$ cat src/rtl/sddr_init_seq_if.sv
// rtl/sddr_init_seq_if.sv - DDR3 init sequencer output bundle: PHY resets and command/address pins.
// master drives the pins (sequencer), slave observes them (PHY side / arbiter).
interface sddr_init_seq_if #(
    parameter int BANK_BITS = 3,
    parameter int ROW_BITS  = 13
);
    logic                 ddr_reset_p_o;
    logic                 phy_reset_p_o;
    logic                 cke_o;
    logic                 ras_n_o;
    logic                 cas_n_o;
    logic                 we_n_o;
    logic                 odt_o;
    logic [BANK_BITS-1:0] ba_o;
    logic [ROW_BITS-1:0]  addr_o;
    logic                 init_done_o;

    modport master (
        output ddr_reset_p_o, phy_reset_p_o, cke_o, ras_n_o, cas_n_o, we_n_o,
               odt_o, ba_o, addr_o, init_done_o
    );

    modport slave (
        input  ddr_reset_p_o, phy_reset_p_o, cke_o, ras_n_o, cas_n_o, we_n_o,
               odt_o, ba_o, addr_o, init_done_o
    );
endinterface

$ cat src/rtl/sddr_init_seq.sv
// rtl/sddr_init_seq.sv - DDR3 JEDEC power-up sequencer driving PHY resets and the command bus.
// Optional ZQCL calibration step is built only when SDDR_INIT_ZQCL_EN is defined.
module sddr_init_seq #(
    parameter int BANK_BITS      = 3,
    parameter int ROW_BITS       = 13,
    parameter int CNT_BITS       = 18,
    parameter int RESET_CYCLES   = 80000,
    parameter int CLK_CYCLES     = 16,
    parameter int CKE_CYCLES     = 200000,
    parameter int TXPR_CYCLES    = 128,
    parameter int TMRD_CYCLES    = 4,
    parameter int TMOD_CYCLES    = 12,
    parameter int TZQINIT_CYCLES = 512,
    parameter logic [ROW_BITS-1:0] MR0 = '0,
    parameter logic [ROW_BITS-1:0] MR1 = '0,
    parameter logic [ROW_BITS-1:0] MR2 = '0,
    parameter logic [ROW_BITS-1:0] MR3 = '0
) (
    input  logic             in_ddr_clock_i,
    input  logic             in_ddr_reset_n_i,
    sddr_init_seq_if.master  bus
);

    localparam logic [3:0] S_RST_HOLD  = 4'd0;
    localparam logic [3:0] S_CLK_START = 4'd1;
    localparam logic [3:0] S_CKE_WAIT  = 4'd2;
    localparam logic [3:0] S_TXPR      = 4'd3;
    localparam logic [3:0] S_MRS2      = 4'd4;
    localparam logic [3:0] S_MRS3      = 4'd5;
    localparam logic [3:0] S_MRS1      = 4'd6;
    localparam logic [3:0] S_MRS0      = 4'd7;
`ifdef SDDR_INIT_ZQCL_EN
    localparam logic [3:0] S_ZQCL      = 4'd8;
`endif
    localparam logic [3:0] S_DONE      = 4'd9;

    localparam longint CNT_LIMIT = longint'(1) << CNT_BITS;

    function automatic bit bad_len(input longint n);
        return (n < 1) || ((n - 1) >= CNT_LIMIT);
    endfunction

    if (bad_len(RESET_CYCLES) || bad_len(CLK_CYCLES) || bad_len(CKE_CYCLES) ||
        bad_len(TXPR_CYCLES)  || bad_len(TMRD_CYCLES) || bad_len(TMOD_CYCLES)) begin : g_bad_timing
        $error("sddr_init_seq: timing parameter is zero or does not fit in CNT_BITS");
    end

`ifdef SDDR_INIT_ZQCL_EN
    if (bad_len(TZQINIT_CYCLES)) begin : g_bad_tzqinit
        $error("sddr_init_seq: TZQINIT_CYCLES is zero or does not fit in CNT_BITS");
    end
    localparam logic [CNT_BITS-1:0] LD_ZQ = CNT_BITS'(TZQINIT_CYCLES - 1);
`else
    logic unused_tzqinit;
    assign unused_tzqinit = ^TZQINIT_CYCLES;
`endif

    localparam logic [CNT_BITS-1:0] LD_RST  = CNT_BITS'(RESET_CYCLES - 1);
    localparam logic [CNT_BITS-1:0] LD_CLK  = CNT_BITS'(CLK_CYCLES - 1);
    localparam logic [CNT_BITS-1:0] LD_CKE  = CNT_BITS'(CKE_CYCLES - 1);
    localparam logic [CNT_BITS-1:0] LD_TXPR = CNT_BITS'(TXPR_CYCLES - 1);
    localparam logic [CNT_BITS-1:0] LD_MRD  = CNT_BITS'(TMRD_CYCLES - 1);
    localparam logic [CNT_BITS-1:0] LD_MOD  = CNT_BITS'(TMOD_CYCLES - 1);

    localparam logic [ROW_BITS-1:0] ZQ_ADDR = ROW_BITS'(1) << 10;

    logic [3:0]          state;
    logic [3:0]          state_nx;
    logic [CNT_BITS-1:0] cnt;
    logic [CNT_BITS-1:0] load_nx;
    logic                first;
    logic                leave;

    // load_nx is the delay of the state being entered, not the one being left
    always_comb begin
        state_nx = S_DONE;
        load_nx  = '0;
        case (state)
            S_RST_HOLD:  begin state_nx = S_CLK_START; load_nx = LD_CLK;  end
            S_CLK_START: begin state_nx = S_CKE_WAIT;  load_nx = LD_CKE;  end
            S_CKE_WAIT:  begin state_nx = S_TXPR;      load_nx = LD_TXPR; end
            S_TXPR:      begin state_nx = S_MRS2;      load_nx = LD_MRD;  end
            S_MRS2:      begin state_nx = S_MRS3;      load_nx = LD_MRD;  end
            S_MRS3:      begin state_nx = S_MRS1;      load_nx = LD_MRD;  end
            S_MRS1:      begin state_nx = S_MRS0;      load_nx = LD_MOD;  end
`ifdef SDDR_INIT_ZQCL_EN
            S_MRS0:      begin state_nx = S_ZQCL;      load_nx = LD_ZQ;   end
            S_ZQCL:      begin state_nx = S_DONE;      load_nx = '0;      end
`else
            S_MRS0:      begin state_nx = S_DONE;      load_nx = '0;      end
`endif
            default:     begin state_nx = S_DONE;      load_nx = '0;      end
        endcase
    end

    assign leave = (cnt == '0) && (state != S_DONE);

    always_ff @(posedge in_ddr_clock_i or negedge in_ddr_reset_n_i) begin
        if (!in_ddr_reset_n_i) begin
            state <= S_RST_HOLD;
            cnt   <= LD_RST;
            first <= 1'b1;
        end else if (leave) begin
            state <= state_nx;
            cnt   <= load_nx;
            first <= 1'b1;
        end else begin
            if (state != S_DONE) begin
                cnt <= cnt - 1'b1;
            end
            first <= 1'b0;
        end
    end

    // Pins are a registered image of the state held during the previous cycle
    always_ff @(posedge in_ddr_clock_i or negedge in_ddr_reset_n_i) begin
        if (!in_ddr_reset_n_i) begin
            bus.ddr_reset_p_o <= 1'b1;
            bus.phy_reset_p_o <= 1'b1;
            bus.cke_o         <= 1'b0;
            bus.ras_n_o       <= 1'b1;
            bus.cas_n_o       <= 1'b1;
            bus.we_n_o        <= 1'b1;
            bus.odt_o         <= 1'b0;
            bus.ba_o          <= '0;
            bus.addr_o        <= '0;
            bus.init_done_o   <= 1'b0;
        end else begin
            bus.ddr_reset_p_o <= (state == S_RST_HOLD) || (state == S_CLK_START);
            bus.phy_reset_p_o <= (state == S_RST_HOLD);
            bus.cke_o         <= !((state == S_RST_HOLD) || (state == S_CLK_START) ||
                                   (state == S_CKE_WAIT));
            bus.odt_o         <= 1'b0;
            bus.init_done_o   <= (state == S_DONE);
            bus.ras_n_o       <= 1'b1;
            bus.cas_n_o       <= 1'b1;
            bus.we_n_o        <= 1'b1;
            bus.ba_o          <= '0;
            bus.addr_o        <= '0;
            if (first) begin
                case (state)
                    S_MRS2: begin
                        {bus.ras_n_o, bus.cas_n_o, bus.we_n_o} <= 3'b000;
                        bus.ba_o   <= BANK_BITS'(2);
                        bus.addr_o <= MR2;
                    end
                    S_MRS3: begin
                        {bus.ras_n_o, bus.cas_n_o, bus.we_n_o} <= 3'b000;
                        bus.ba_o   <= BANK_BITS'(3);
                        bus.addr_o <= MR3;
                    end
                    S_MRS1: begin
                        {bus.ras_n_o, bus.cas_n_o, bus.we_n_o} <= 3'b000;
                        bus.ba_o   <= BANK_BITS'(1);
                        bus.addr_o <= MR1;
                    end
                    S_MRS0: begin
                        {bus.ras_n_o, bus.cas_n_o, bus.we_n_o} <= 3'b000;
                        bus.ba_o   <= BANK_BITS'(0);
                        bus.addr_o <= MR0;
                    end
`ifdef SDDR_INIT_ZQCL_EN
                    S_ZQCL: begin
                        {bus.ras_n_o, bus.cas_n_o, bus.we_n_o} <= 3'b110;
                        bus.addr_o <= ZQ_ADDR;
                    end
`endif
                    default: begin
                    end
                endcase
            end
        end
    end

endmodule

$ cat src/flat_wrapper.sv
// flat-port wrapper written by rule: the top's interface ports become plain ports
module sddr_init_seq_flat 
#(
    parameter int BANK_BITS      = 3,
    parameter int ROW_BITS       = 13,
    parameter int CNT_BITS       = 18,
    parameter int RESET_CYCLES   = 80000,
    parameter int CLK_CYCLES     = 16,
    parameter int CKE_CYCLES     = 200000,
    parameter int TXPR_CYCLES    = 128,
    parameter int TMRD_CYCLES    = 4,
    parameter int TMOD_CYCLES    = 12,
    parameter int TZQINIT_CYCLES = 512,
    parameter logic [ROW_BITS-1:0] MR0 = '0,
    parameter logic [ROW_BITS-1:0] MR1 = '0,
    parameter logic [ROW_BITS-1:0] MR2 = '0,
    parameter logic [ROW_BITS-1:0] MR3 = '0
)
  (in_ddr_clock_i, in_ddr_reset_n_i, bus_ddr_reset_p_o, bus_phy_reset_p_o, bus_cke_o, bus_ras_n_o, bus_cas_n_o, bus_we_n_o, bus_odt_o, bus_ba_o, bus_addr_o, bus_init_done_o);
  sddr_init_seq_if #(.BANK_BITS(BANK_BITS), .ROW_BITS(ROW_BITS)) bus_i ();
  input  logic in_ddr_clock_i;
  input  logic in_ddr_reset_n_i;
  output wire logic [$bits(bus_i.ddr_reset_p_o)-1:0] bus_ddr_reset_p_o;
  output wire logic [$bits(bus_i.phy_reset_p_o)-1:0] bus_phy_reset_p_o;
  output wire logic [$bits(bus_i.cke_o)-1:0] bus_cke_o;
  output wire logic [$bits(bus_i.ras_n_o)-1:0] bus_ras_n_o;
  output wire logic [$bits(bus_i.cas_n_o)-1:0] bus_cas_n_o;
  output wire logic [$bits(bus_i.we_n_o)-1:0] bus_we_n_o;
  output wire logic [$bits(bus_i.odt_o)-1:0] bus_odt_o;
  output wire logic [$bits(bus_i.ba_o)-1:0] bus_ba_o;
  output wire logic [$bits(bus_i.addr_o)-1:0] bus_addr_o;
  output wire logic [$bits(bus_i.init_done_o)-1:0] bus_init_done_o;
  assign bus_ddr_reset_p_o = bus_i.ddr_reset_p_o;
  assign bus_phy_reset_p_o = bus_i.phy_reset_p_o;
  assign bus_cke_o = bus_i.cke_o;
  assign bus_ras_n_o = bus_i.ras_n_o;
  assign bus_cas_n_o = bus_i.cas_n_o;
  assign bus_we_n_o = bus_i.we_n_o;
  assign bus_odt_o = bus_i.odt_o;
  assign bus_ba_o = bus_i.ba_o;
  assign bus_addr_o = bus_i.addr_o;
  assign bus_init_done_o = bus_i.init_done_o;
  sddr_init_seq #(.BANK_BITS(BANK_BITS), .ROW_BITS(ROW_BITS), .CNT_BITS(CNT_BITS), .RESET_CYCLES(RESET_CYCLES), .CLK_CYCLES(CLK_CYCLES), .CKE_CYCLES(CKE_CYCLES), .TXPR_CYCLES(TXPR_CYCLES), .TMRD_CYCLES(TMRD_CYCLES), .TMOD_CYCLES(TMOD_CYCLES), .TZQINIT_CYCLES(TZQINIT_CYCLES), .MR0(MR0), .MR1(MR1), .MR2(MR2), .MR3(MR3)) u_core (.in_ddr_clock_i(in_ddr_clock_i), .in_ddr_reset_n_i(in_ddr_reset_n_i), .bus(bus_i));
endmodule
$ cat config.mk
export PLATFORM = sky130hd
export DESIGN_NAME = sddr_init_seq_flat
export DESIGN_NICKNAME = d
export VERILOG_FILES = /design/src/rtl/sddr_init_seq_if.sv /design/src/rtl/sddr_init_seq.sv /design/src/flat_wrapper.sv
export SDC_FILE = /design/constraint.sdc
export NUM_CORES = 1
export LEC_CHECK = 0
export BUFFER_PORTS_ARGS = -buffer_cell sky130_fd_sc_hd__buf_2
export CAP_MARGIN = 15
export CORE_MARGIN = 3
export CORE_UTILIZATION = 60
export CTS_BUF_LIST = sky130_fd_sc_hd__clkbuf_4
export CTS_CLUSTER_DIAMETER = 200
export CTS_CLUSTER_SIZE = 40
export DETAILED_ROUTE_END_ITERATION = 16
export HOLD_SLACK_MARGIN = 0.15
export PLACE_DENSITY = 0.86
export SLEW_MARGIN = 10
export SYNTH_ARGS = -nofsm -noshare
export SYNTH_HDL_FRONTEND = slang
export SYNTH_SLANG_ARGS = --single-unit
$ cat constraint.sdc
create_clock -name in_ddr_clock_i -period 6 [get_ports in_ddr_clock_i]
set_clock_uncertainty 0.2 [all_clocks]
set_input_delay 0.9 -clock in_ddr_clock_i [delete_from_list [all_inputs] [get_ports in_ddr_clock_i]]
set_output_delay 0.9 -clock in_ddr_clock_i [all_outputs]
set_load 0.02 [all_outputs]
==> run_results.csv, run 1 <==
group,metric,value,unit
routing,drtAntennaViolNets,0,
worst_hold_path,min_from,"u_core.cnt[1]$_DFFE_PN1P_",
global_route,grt_pass1_vias,1268,
final_layout,diodes,0,
setup_path,critPathTopFamily,"simple AND/OR/NAND/NOR gates",
routing,route.met3.wl,159,um
synth,syn_inst,186,
cts,clkSinkCount,30,
global_route,overflow,0,
setup_path,cp.required,6050,ps
placed_design,dp_hpwl,2.58,mm
setup_path,critPathLaunchType,"flip-flop",
worst_hold_path,whs_endpoint,"u_core.cnt[1]$_DFFE_PN1P_",
final_layout,syn2layout_area_growth,2.14,%
final_layout,fin_nets,203,
setup_path,regToRegStartpoint,"u_core.state[1]$_DFFE_PN0P_",
synth,yosysTopAreaCellShare,22.4,%
timing,rsz0062_at_grt,"no",
cts,clk_latency,330,ps
final_layout,final_common_cell,"nor2_1",
global_route,grt_pass1_wl,5.78,mm
cts,clk_pin_slew,90,ps
timing,timing.hold.ws,330,ps
floorplan,ios,26,
timing,fmax,355,MHz
timing,tns,0,ps
timing,min_period,2820,ps
routing,dr_wl_met2,1.64,mm
setup_path,critPathMaxFanout,18,
cts,cts_hold_buffers,0,
routing,via_per_inst,5.86,
routing,drt-met1-wl,1.60,mm
routing,route.vias.total,1331,
synth,synth_top_area_cell,"dfstp_2",
synth,ys_types,50,
synth,synthTopCellsByArea,"dfstp_2 22%, dfrtp_1 21%, buf_4 7.7%, ha_1 4.3%, a21oi_1 4.0%",
synth,syn_area,1760,um2
setup_path,cp-startpoint,"u_core.state[1]$_DFFE_PN0P_",
setup_path,critPathMaxStageDelay,520,ps
global_route,grt_start_max_net_pins,31,
global_route,antenna_found_initial,0,
setup_path,path_buf_inv,1,
run,cap_violations,0,
routing,wirelength,3.45,mm
synth,synth_flop_cell,"dfstp_2",
floorplan,die_y,60.1,um
cts,clockRootBuffer,"clkbuf_4",
synth,ys_ff_latch,30,
power,power-per-cell-area,180,nW/um2
routing,first_pass_iters,4,
global_route,grt_usage,21.9,%
timing,hold_violations,0,
setup_path,reg2reg_slack,3180,ps
floorplan,start_util,63.2,%
setup_path,cp.depth,7,
cts,clockBufferDepth,2,
final_layout,most-common-layout-cells,"18 x nor2_1, 15 x conb_1, 15 x dfrtp_1, 15 x dfstp_2, 14 x a21oi_1",
worst_hold_path,holdPathStages,2,
timing,maxSlewHeadroom,50.0,%
worst_hold_path,min_path_type,"flip-flop to flip-flop",
routing,wl_per_cell,15.2,um
setup_path,reg2regPathDepth,7,
synth,synth-async-reset-ratio,100,%
setup_path,cp_cell_sequence,"inv_1 > ha_1 > nand3b_1 > nand4_1 > nor2_2 > o21ai_0 > a22oi_1",
floorplan,design.core.area,2780,um2
timing,finalCritPeriodShare,47.0,%
power,peakVddDrop,0.186,mV
routing,drt_iter0_markers,57,
cts,post_cts_buffers,0,
synth,avgSynthCellArea,9.45,um2
timing,setup_violations,0,
cts,cts_tree,"built",
final_layout,drive_gt1_share,20.9,%
synth,ys_seq_area_share,43.8,%
status,status,"finished clean",
setup_path,r2r-end,"u_core.cnt[10]$_DFFE_PN0P_",
final_layout,nFillCells,237,
floorplan,die_area,3620,um2
floorplan,die_w,60.1,um
power,p_leak,0.824,nW
cts,cts_buffers,5,
timing,final-max-slew-violation-count,0,
final_layout,utilization,64.6,%
synth,yosysWarnings,0,
timing,tightest_slew,743,ps
cts,cts_resized,0,
placed_design,io_buffers,10,
synth,synth-edff-count,0,
setup_path,crit_type,"flip-flop to flip-flop",
placed_design,gp_congestion,0.918,
setup_path,end_kind,"flip-flop",
setup_path,cp_slowest_cell,"nand3b_1",
cts,h-tree-depth,2,
floorplan,rows,19,
routing,drc_errors,0,
setup_path,cp_data_arrival_time,2870,ps
routing,top_layer_used,"met4",
-- how the worst max path moves through the flow --
stage	endpoint	slack (ps)
global placement	u_core.cnt[2]$_DFFE_PN1P_	3440
finish	u_core.cnt[10]$_DFFE_PN0P_	3180
CTS	u_core.cnt[10]$_DFFE_PN0P_	3260
detailed placement	u_core.cnt[15]$_DFFE_PN0P_	3280
floorplan	u_core.cnt[15]$_DFFE_PN0P_	3900
global route	u_core.cnt[4]$_DFFE_PN1P_	2910
-- cell usage after synthesis (2+ instances only) --
cell type and number:
nor4_1 5, clkbuf_1 2, o21ai_0 9, or3_1 3, nand3_2 2, o41ai_1 2, nand3_1 8, ha_1 6
nor3_1 5, xnor2_1 2, dfrtp_1 15, nand4_1 4, nor2_1 18, a21oi_1 14, nor4_2 2, dfstp_2 15
and2_1 2, xor2_1 3, o211a_1 2, inv_1 8, nor2b_1 2, buf_4 18, nand2_1 11, buf_2 2
-- cell families (layout without fill, tap and decap cells) --
family / after synthesis / after routing / share of synthesized area [%]
compound gates: 38 / 38 / 13.7
xor+xnor: 5 / 5 / 2.49
fa+ha+maj: 6 / 6 / 4.27
buf+inv: 31 / 27 / 10.6
flops: 30 / 30 / 43.8
mux: 2 / 2 / 1.21
other cells: 1 / 15 / 0.213
simple gates: 73 / 73 / 23.7
-- registers in the layout, summed over array words and instances, names as in the netlist --
| signal | flops |
|---|---|
| u_core.bus.cke_o | 1 |
| u_core.bus.ba_o | 2 |
| u_core.state | 4 |
| u_core.bus.phy_reset_p_o | 1 |
| u_core.bus.ras_n_o | 1 |
| u_core.first | 1 |
| u_core.cnt | 18 |
| u_core.bus.init_done_o | 1 |
| u_core.bus.ddr_reset_p_o | 1 |
-- where the power goes --
group	internal, mW	leakage [nW]	switching, mW
clock	0.0416	0.0277	0.0663
combinational	0.000233	0.452	0.0120
sequential	0.203	0.345	0
-- cell type report --
| cell class | instances | area (um2) | area share, % |
|---|---|---|---|
| sequential | 30 | 769 | 42.9 |
| clock buffer | 5 | 37.5 | 2.09 |
| timing repair buffer | 10 | 50.0 | 2.79 |
| clock inverter | 3 | 11.3 | 0.627 |
| multi-input combinational | 139 | 855 | 47.6 |
| tap | 31 | 38.8 | 2.16 |
| inverter | 9 | 33.8 | 1.88 |
-- worst min-delay path: cells and delay by family, from the launching register on --
family	cells	cell delay [ps]
AO/OA/AOI/OAI	1	50
flip-flops	1	390
AND/OR/NAND/NOR	1	100
-- routing by layer --
metal  track usage (%)  up-vias
li1                  -      647
met2              34.4       34
met4              6.65        0
met3              7.13        6
met1              28.7      644
met5                 0        -
-- through the flow --
step / cells / instance area, um2 / power (mW) / worst slack [ps]
2_1_floorplan: 200 / 1810 / 0.222 / 3900
3_3_place_gp: 219 / 1750 / 0.218 / 3440
3_5_place_dp: 219 / 1750 / 0.218 / 3280
4_1_cts: 227 / 1800 / 0.327 / 3260
5_1_grt: 227 / 1800 / 0.337 / 2910
6_report: 227 / 1800 / 0.323 / 3180
Note: power is estimated with default switching activity, not from simulation.
==> run 2, diff against run 1 <==
--- a/config.mk
+++ b/config.mk
@@ -5,16 +5,17 @@
 export SDC_FILE = /design/constraint.sdc
 export NUM_CORES = 1
 export LEC_CHECK = 0
+export ABC_AREA = 1
 export BUFFER_PORTS_ARGS = -buffer_cell sky130_fd_sc_hd__buf_2
 export CAP_MARGIN = 15
 export CORE_MARGIN = 3
-export CORE_UTILIZATION = 60
+export CORE_UTILIZATION = 54
 export CTS_BUF_LIST = sky130_fd_sc_hd__clkbuf_4
 export CTS_CLUSTER_DIAMETER = 200
 export CTS_CLUSTER_SIZE = 40
 export DETAILED_ROUTE_END_ITERATION = 16
 export HOLD_SLACK_MARGIN = 0.15
-export PLACE_DENSITY = 0.86
+export PLACE_DENSITY = 0.82
 export SLEW_MARGIN = 10
 export SYNTH_ARGS = -nofsm -noshare
 export SYNTH_HDL_FRONTEND = slang
==> constraint.sdc (replaced) <==
create_clock -name in_ddr_clock_i -period 2.4 [get_ports in_ddr_clock_i]
set_clock_uncertainty 0.2 [all_clocks]
set_input_delay 0.36 -clock in_ddr_clock_i [delete_from_list [all_inputs] [get_ports in_ddr_clock_i]]
set_output_delay 0.36 -clock in_ddr_clock_i [all_outputs]
set_load 0.02 [all_outputs]
==> run_results.csv, run 2 <==
group,metric,value,unit
timing,tns,0,ps
synth,yosys-top-cells-count,"59 x nand2_1, 37 x nor2_1, 26 x inv_1",
synth,synthXorXnorAreaFrac,0.920,%
global_route,grt_pass1_wl,6.80,mm
global_route,antenna_found_initial,0,
synth,syn_area,1900,um2
routing,wirelength,3.74,mm
timing,fmax,475,MHz
global_route,grt_usage,20.5,%
synth,synth-async-reset-ratio,100,%
cts,h-tree-depth,2,
synth,synthTopCellsByArea,"dfstp_2 21%, dfrtp_1 20%, nand2_1 12%, nor2_1 7.3%, buf_4 6.7%",
cts,clk_pin_slew,110,ps
floorplan,ios,26,
timing,rsz0062_at_grt,"no",
floorplan,start_util,59.4,%
setup_path,end_kind,"flip-flop",
cts,clkSinkCount,30,
floorplan,die_w,65.4,um
final_layout,fin_area,2030,um2
cts,clockBufferDepth,2,
timing,tightest_slew,622,ps
setup_path,critPathLaunchType,"flip-flop",
setup_path,cp_cell_sequence,"inv_1 > ha_1 > nand3_4 > inv_4 > nor2_4 > nand3_4 > nand2_1 > nand2_2 > a21oi_1",
synth,yosysMostFrequentCell,"nand2_1",
final_layout,reg_top3,"u_core.cnt: 18 flops, u_core.state: 4 flops, u_core.bus.ba_o: 2 flops",
power,peakVddDrop,0.339,mV
routing,drtAntennaViolNets,0,
floorplan,rows,20,
setup_path,cp_data_arrival_time,2120,ps
synth,synth_fa_ha_area_share,3.94,%
timing,setup_violations,0,
placed_design,io_buffers,10,
final_layout,diodes,0,
synth,ys_types,31,
status,status,"finished clean",
floorplan,die_area,4270,um2
floorplan,design.core.area,3200,um2
setup_path,cp.required,2410,ps
setup_path,crit_type,"flip-flop to flip-flop",
worst_hold_path,min_path_type,"flip-flop to flip-flop",
synth,muxShareOfSynthArea,0,%
cts,clockRootBuffer,"clkbuf_4",
global_route,grt_start_max_net_pins,31,
timing,hold_violations,0,
cts,clk_latency,340,ps
run,cap_violations,0,
setup_path,path_buf_inv,2,
timing,final-max-slew-violation-count,0,
routing,route.vias.total,1574,
routing,via_per_inst,5.09,
setup_path,critPathMaxFanout,19,
routing,wl_per_cell,12.1,um
final_layout,most-common-layout-cells,"59 x nand2_1, 37 x nor2_1, 26 x inv_1",
timing,maxSlewHeadroom,58.5,%
placed_design,gp_congestion,0.889,
synth,yosysTopAreaCellShare,20.7,%
cts,cts_resized,0,
power,p_leak,1.02,nW
setup_path,critPathMaxStageDelay,410,ps
power,power-per-cell-area,512,nW/um2
final_layout,top_register,"u_core.cnt",
placed_design,dp_hpwl,2.79,mm
placed_design,placedCellCount,300,
final_layout,syn2layout_area_growth,6.57,%
timing,timing.hold.ws,288,ps
timing,finalCritPeriodShare,87.8,%
setup_path,cp_slowest_cell,"dfrtp_1",
placed_design,dpl_cell_area,1920,um2
cts,cts_buffers,5,
synth,synth_top_family_by_area,"simple AND/OR/NAND/NOR gates",
final_layout,drive_gt1_share,18.1,%
cts,cts_tree,"built",
synth,synth-edff-count,0,
routing,drt_iter0_markers,94,
final_layout,fin_nets,272,
synth,yosysWarnings,0,
setup_path,cpMostUsedCell,"nand3_4",
routing,drc_errors,0,
synth,synth_compound_area_share,9.60,%
synth,synthSimpleGateAreaFrac,31.5,%
global_route,grt_pass1_vias,1544,
setup_path,critPathTopFamily,"simple AND/OR/NAND/NOR gates",
final_layout,largest_reg_flops,18,
floorplan,die_y,65.4,um
synth,ys_ff_latch,30,
final_layout,final_common_cell,"nand2_1",
synth,avgSynthCellArea,7.58,um2
final_layout,instances_no_fill,309,
timing,min_period,2110,ps
synth,ys_seq_area_share,40.4,%
synth,syn_inst,251,
synth,synth_top_area_cell,"dfstp_2",
global_route,overflow,0,
synth,synth_flop_cell,"dfstp_2",
routing,first_pass_iters,4,
run 2: changes by cell type in the layout (fill, tap and decap cells not counted), sizes merged, moves of 4 or more:
cell,previous run,this run
nor2,19,44
nand3,10,17
inv,8,29
a21oi,14,18
nor4,7,0
nand2,11,60
run 2: cell families after synthesis:
logic type / count (synthesis)
DFF: 30
AOI/OAI and AO/OA: 34
other: 1
adders and majority gates: 6
xor gates and xnor gates: 2
and+or+nand+nor: 130
buffers and inverters: 48
run 2: per-stage QoR:
stage,setup WS (ps),power (mW),util (%)
after floorplan,707,0.555,-
after global placement,409,0.546,59.8
after detailed placement,338,0.546,59.8
after CTS,315,1.04,63.3
after global routing,148,1.08,63.3
final,294,1.04,63.3
run 2: where the power goes:
group	switching [mW]	internal [mW]
clock	0.179	0.321
sequential	0	0.507
combinational	0.0298	0.00163
total	0.209	0.829
run 2: worst min-delay path, delay by kind of cell (launching register included):
| kind | cells | cell delay, ps |
|---|---|---|
| DFF | 1 | 390 |
| and+or+nand+nor | 2 | 100 |
run 2: final cells by class:
type,count,area [um2]
clock inverters,3,63.8
clock buffers,5,37.5
multi-input cells,187,931
fillers,303,1170
repair buffers,11,60.1
inverters,29,111
well taps,44,55.1
flip-flops and latches,30,769
run 2: what timing repair did:
action,in CTS,in global routing
hold endpoints to repair,15,0
buffers inserted,0,0
hold buffers,1,0
setup endpoints to repair,0,0
run 2: worst paths after layout:
kind / start / to / slack (ps) / cells after the start
setup / recovery: u_core.state[1]$_DFFE_PN0P_ / u_core.cnt[8]$_DFFE_PN0P_ / 290 / 9
hold / removal: u_core.cnt[0]$_DFFE_PN1P_ / u_core.cnt[0]$_DFFE_PN1P_ / 290 / 2
setup reg to reg: u_core.state[1]$_DFFE_PN0P_ / u_core.cnt[8]$_DFFE_PN0P_ / 290 / 9
hold reg to reg: u_core.cnt[0]$_DFFE_PN1P_ / u_core.cnt[0]$_DFFE_PN1P_ / 290 / 2
max in group asynchronous: in_ddr_reset_n_i / u_core.cnt[17]$_DFFE_PN0P_ / 1220 / 2
min in group asynchronous: in_ddr_reset_n_i / u_core.state[3]$_DFFE_PN0P_ / 360 / 2
run 2: routing by layer:
metal / GRT usage, % / wire (um) / vias up
met5: 0 / 0 / -
met4: 7.77 / 47 / 0
met3: 5.13 / 163 / 5
met2: 33.8 / 1860 / 33
met1: 26.0 / 1660 / 745
li1: - / - / 791
==> run 3, diff against run 2 <==
--- a/config.mk
+++ b/config.mk
@@ -15,7 +15,7 @@
 export CTS_CLUSTER_SIZE = 40
 export DETAILED_ROUTE_END_ITERATION = 16
 export HOLD_SLACK_MARGIN = 0.15
-export PLACE_DENSITY = 0.82
+export PLACE_DENSITY = 0.88
 export SLEW_MARGIN = 10
 export SYNTH_ARGS = -nofsm -noshare
 export SYNTH_HDL_FRONTEND = slang
==> run_results.csv, run 3 (synthesis gave the netlist of run 2 again) <==
group,metric,value,unit
status,status,"finished clean",
cts,clkSinkCount,30,
routing,first_pass_iters,5,
placed_design,gp_congestion,0.903,
timing,rsz0062_at_grt,"no",
cts,post_cts_buffers,0,
routing,route.vias.total,1600,
power,power_switching_share,25.3,%
timing,finalCritPeriodShare,86.9,%
setup_path,crit_type,"flip-flop to flip-flop",
routing,drtAntennaViolNets,0,
cts,clockBufferDepth,2,
final_layout,fin_nets,272,
global_route,antenna_found_initial,0,
final_layout,largest_reg_flops,18,
final_layout,top_register,"u_core.cnt",
worst_hold_path,min_path_type,"flip-flop to flip-flop",
placed_design,dp_hpwl,2.88,mm
floorplan,die_area,4270,um2
power,p_clk_share,34.8,%
timing,setup_ws,314,ps
timing,tns,0,ps
final_layout,most-common-layout-cells,"59 x nand2_1, 37 x nor2_1, 26 x inv_1",
final_layout,drive_gt1_share,18.1,%
power,power.internal,617,uW
floorplan,rows,20,
setup_path,end_kind,"flip-flop",
timing,fmax,479,MHz
power,p_total,826,uW
final_layout,final_common_cell,"nand2_1",
final_layout,syn2layout_area_growth,4.08,%
routing,drc_errors,0,
setup_path,regToRegStartpoint,"u_core.state[1]$_DFFE_PN0P_",
setup_path,cp_data_arrival_time,2100,ps
routing,wirelength,3.79,mm
timing,final-max-slew-violation-count,0,
run,cap_violations,0,
placed_design,io_buffers,10,
global_route,grt_pass1_vias,1494,
cts,clk_pin_slew,100,ps
timing,min_period,2090,ps
power,pwr-share-seq,61.4,%
final_layout,utilization,61.8,%
worst_hold_path,min_from,"u_core.cnt[0]$_DFFE_PN1P_",
floorplan,design.core.area,3200,um2
routing,drt_iter0_markers,146,
routing,top_layer_used,"met4",
placed_design,post-place-ws,365,ps
setup_path,cp.required,2410,ps
setup_path,critPathMaxFanout,19,
routing,dr_wl_met2,1.74,mm
routing,drt-met1-wl,1.74,mm
setup_path,cp-startpoint,"u_core.state[1]$_DFFE_PN0P_",
final_layout,reg_top3,"u_core.cnt: 18 flops, u_core.state: 4 flops, u_core.bus.ba_o: 2 flops",
routing,wl_per_cell,12.3,um
power,p_leak,0.997,nW
floorplan,die_y,65.4,um
power,combPwrFrac,3.8,%
cts,h-tree-depth,2,
global_route,grt_start_max_net_pins,31,
timing,setup_violations,0,
timing,maxSlewHeadroom,58.8,%
floorplan,die_w,65.4,um
global_route,overflow,0,
power,switching_power,209,uW
setup_path,critPathLaunchType,"flip-flop",
final_layout,diodes,0,
global_route,grt_pass1_wl,6.67,mm
routing,via_per_inst,5.18,
timing,timing.hold.ws,283,ps
timing,hold_violations,0,
cts,cts_tree,"built",
floorplan,start_util,59.4,%
timing,tightest_slew,618,ps
cts,clk_latency,340,ps
routing,route.met3.wl,234,um
cts,clockRootBuffer,"clkbuf_4",
cts,cts_buffers,5,
power,power-per-cell-area,417,nW/um2
global_route,grt_usage,20.6,%
floorplan,ios,26,
power,peakVddDrop,0.274,mV
==> run 3: changes by cell type in the layout (fill, tap and decap cells not counted) <==
cell	before	now
clkinv_2	0	1
bufinv_16	2	0
clkinvlp_4	0	1
==> run 3: per-layer routing <==
layer  GRT usage (%)  vias up
met5               0        -
met4            9.07        0
met3            5.98        9
met2            32.0       57
met1            26.7      738
li1                -      796
==> run 3: critical path: stages (launching register included) <==
cell and delay (ps):
dfrtp_1 410, inv_1 130, ha_1 270, nand3_4 250, inv_4 190, nor2_4 50, nand3_4 150, nand2_1 90
nand2_2 130, a21oi_1 90
==> run 3: through the flow <==
step                      instances  area [um2]
final                           309        1980
after global routing            309        1980
after global placement          300        1920
after CTS                       309        1980
after detailed placement        300        1920
after floorplan                 265        1960
==> run 3: power groups by stage <==
stage | registers (mW) | clock network, mW | logic, mW
2_1_floorplan | 0.515 | 0 | 0.0391
3_3_place_gp | 0.515 | 0 | 0.0307
3_5_place_dp | 0.515 | 0 | 0.0307
4_1_cts | 0.507 | 0.297 | 0.0319
5_1_grt | 0.507 | 0.326 | 0.0357
6_report | 0.507 | 0.288 | 0.0314
==> run 3: final cells by class <==
class                      count  area (um2)
fill                         296        1220
multi-input combinational    187         931
sequential                    30         769
inverter                      29         111
timing repair buffer          11        60.1
tap                           44        55.1
clock buffer                   5        37.5
clock inverter                 3        16.3
==> run 3: timing repair <==
action,CTS,global route
resized for setup,0,0
hold buffers,1,0
hold endpoints to repair,15,0
==> run 3: worst paths after layout <==
path | end | slack [ps] | depth (start not counted)
worst min-delay path | u_core.cnt[0]$_DFFE_PN1P_ | 280 | 2
max in group asynchronous | u_core.cnt[8]$_DFFE_PN0P_ | 1220 | 2
min in group asynchronous | u_core.state[0]$_DFFE_PN0P_ | 360 | 2
worst max register to register | u_core.cnt[8]$_DFFE_PN0P_ | 310 | 9
worst max-delay path | u_core.cnt[8]$_DFFE_PN0P_ | 310 | 9
worst min register to register | u_core.cnt[0]$_DFFE_PN1P_ | 280 | 2
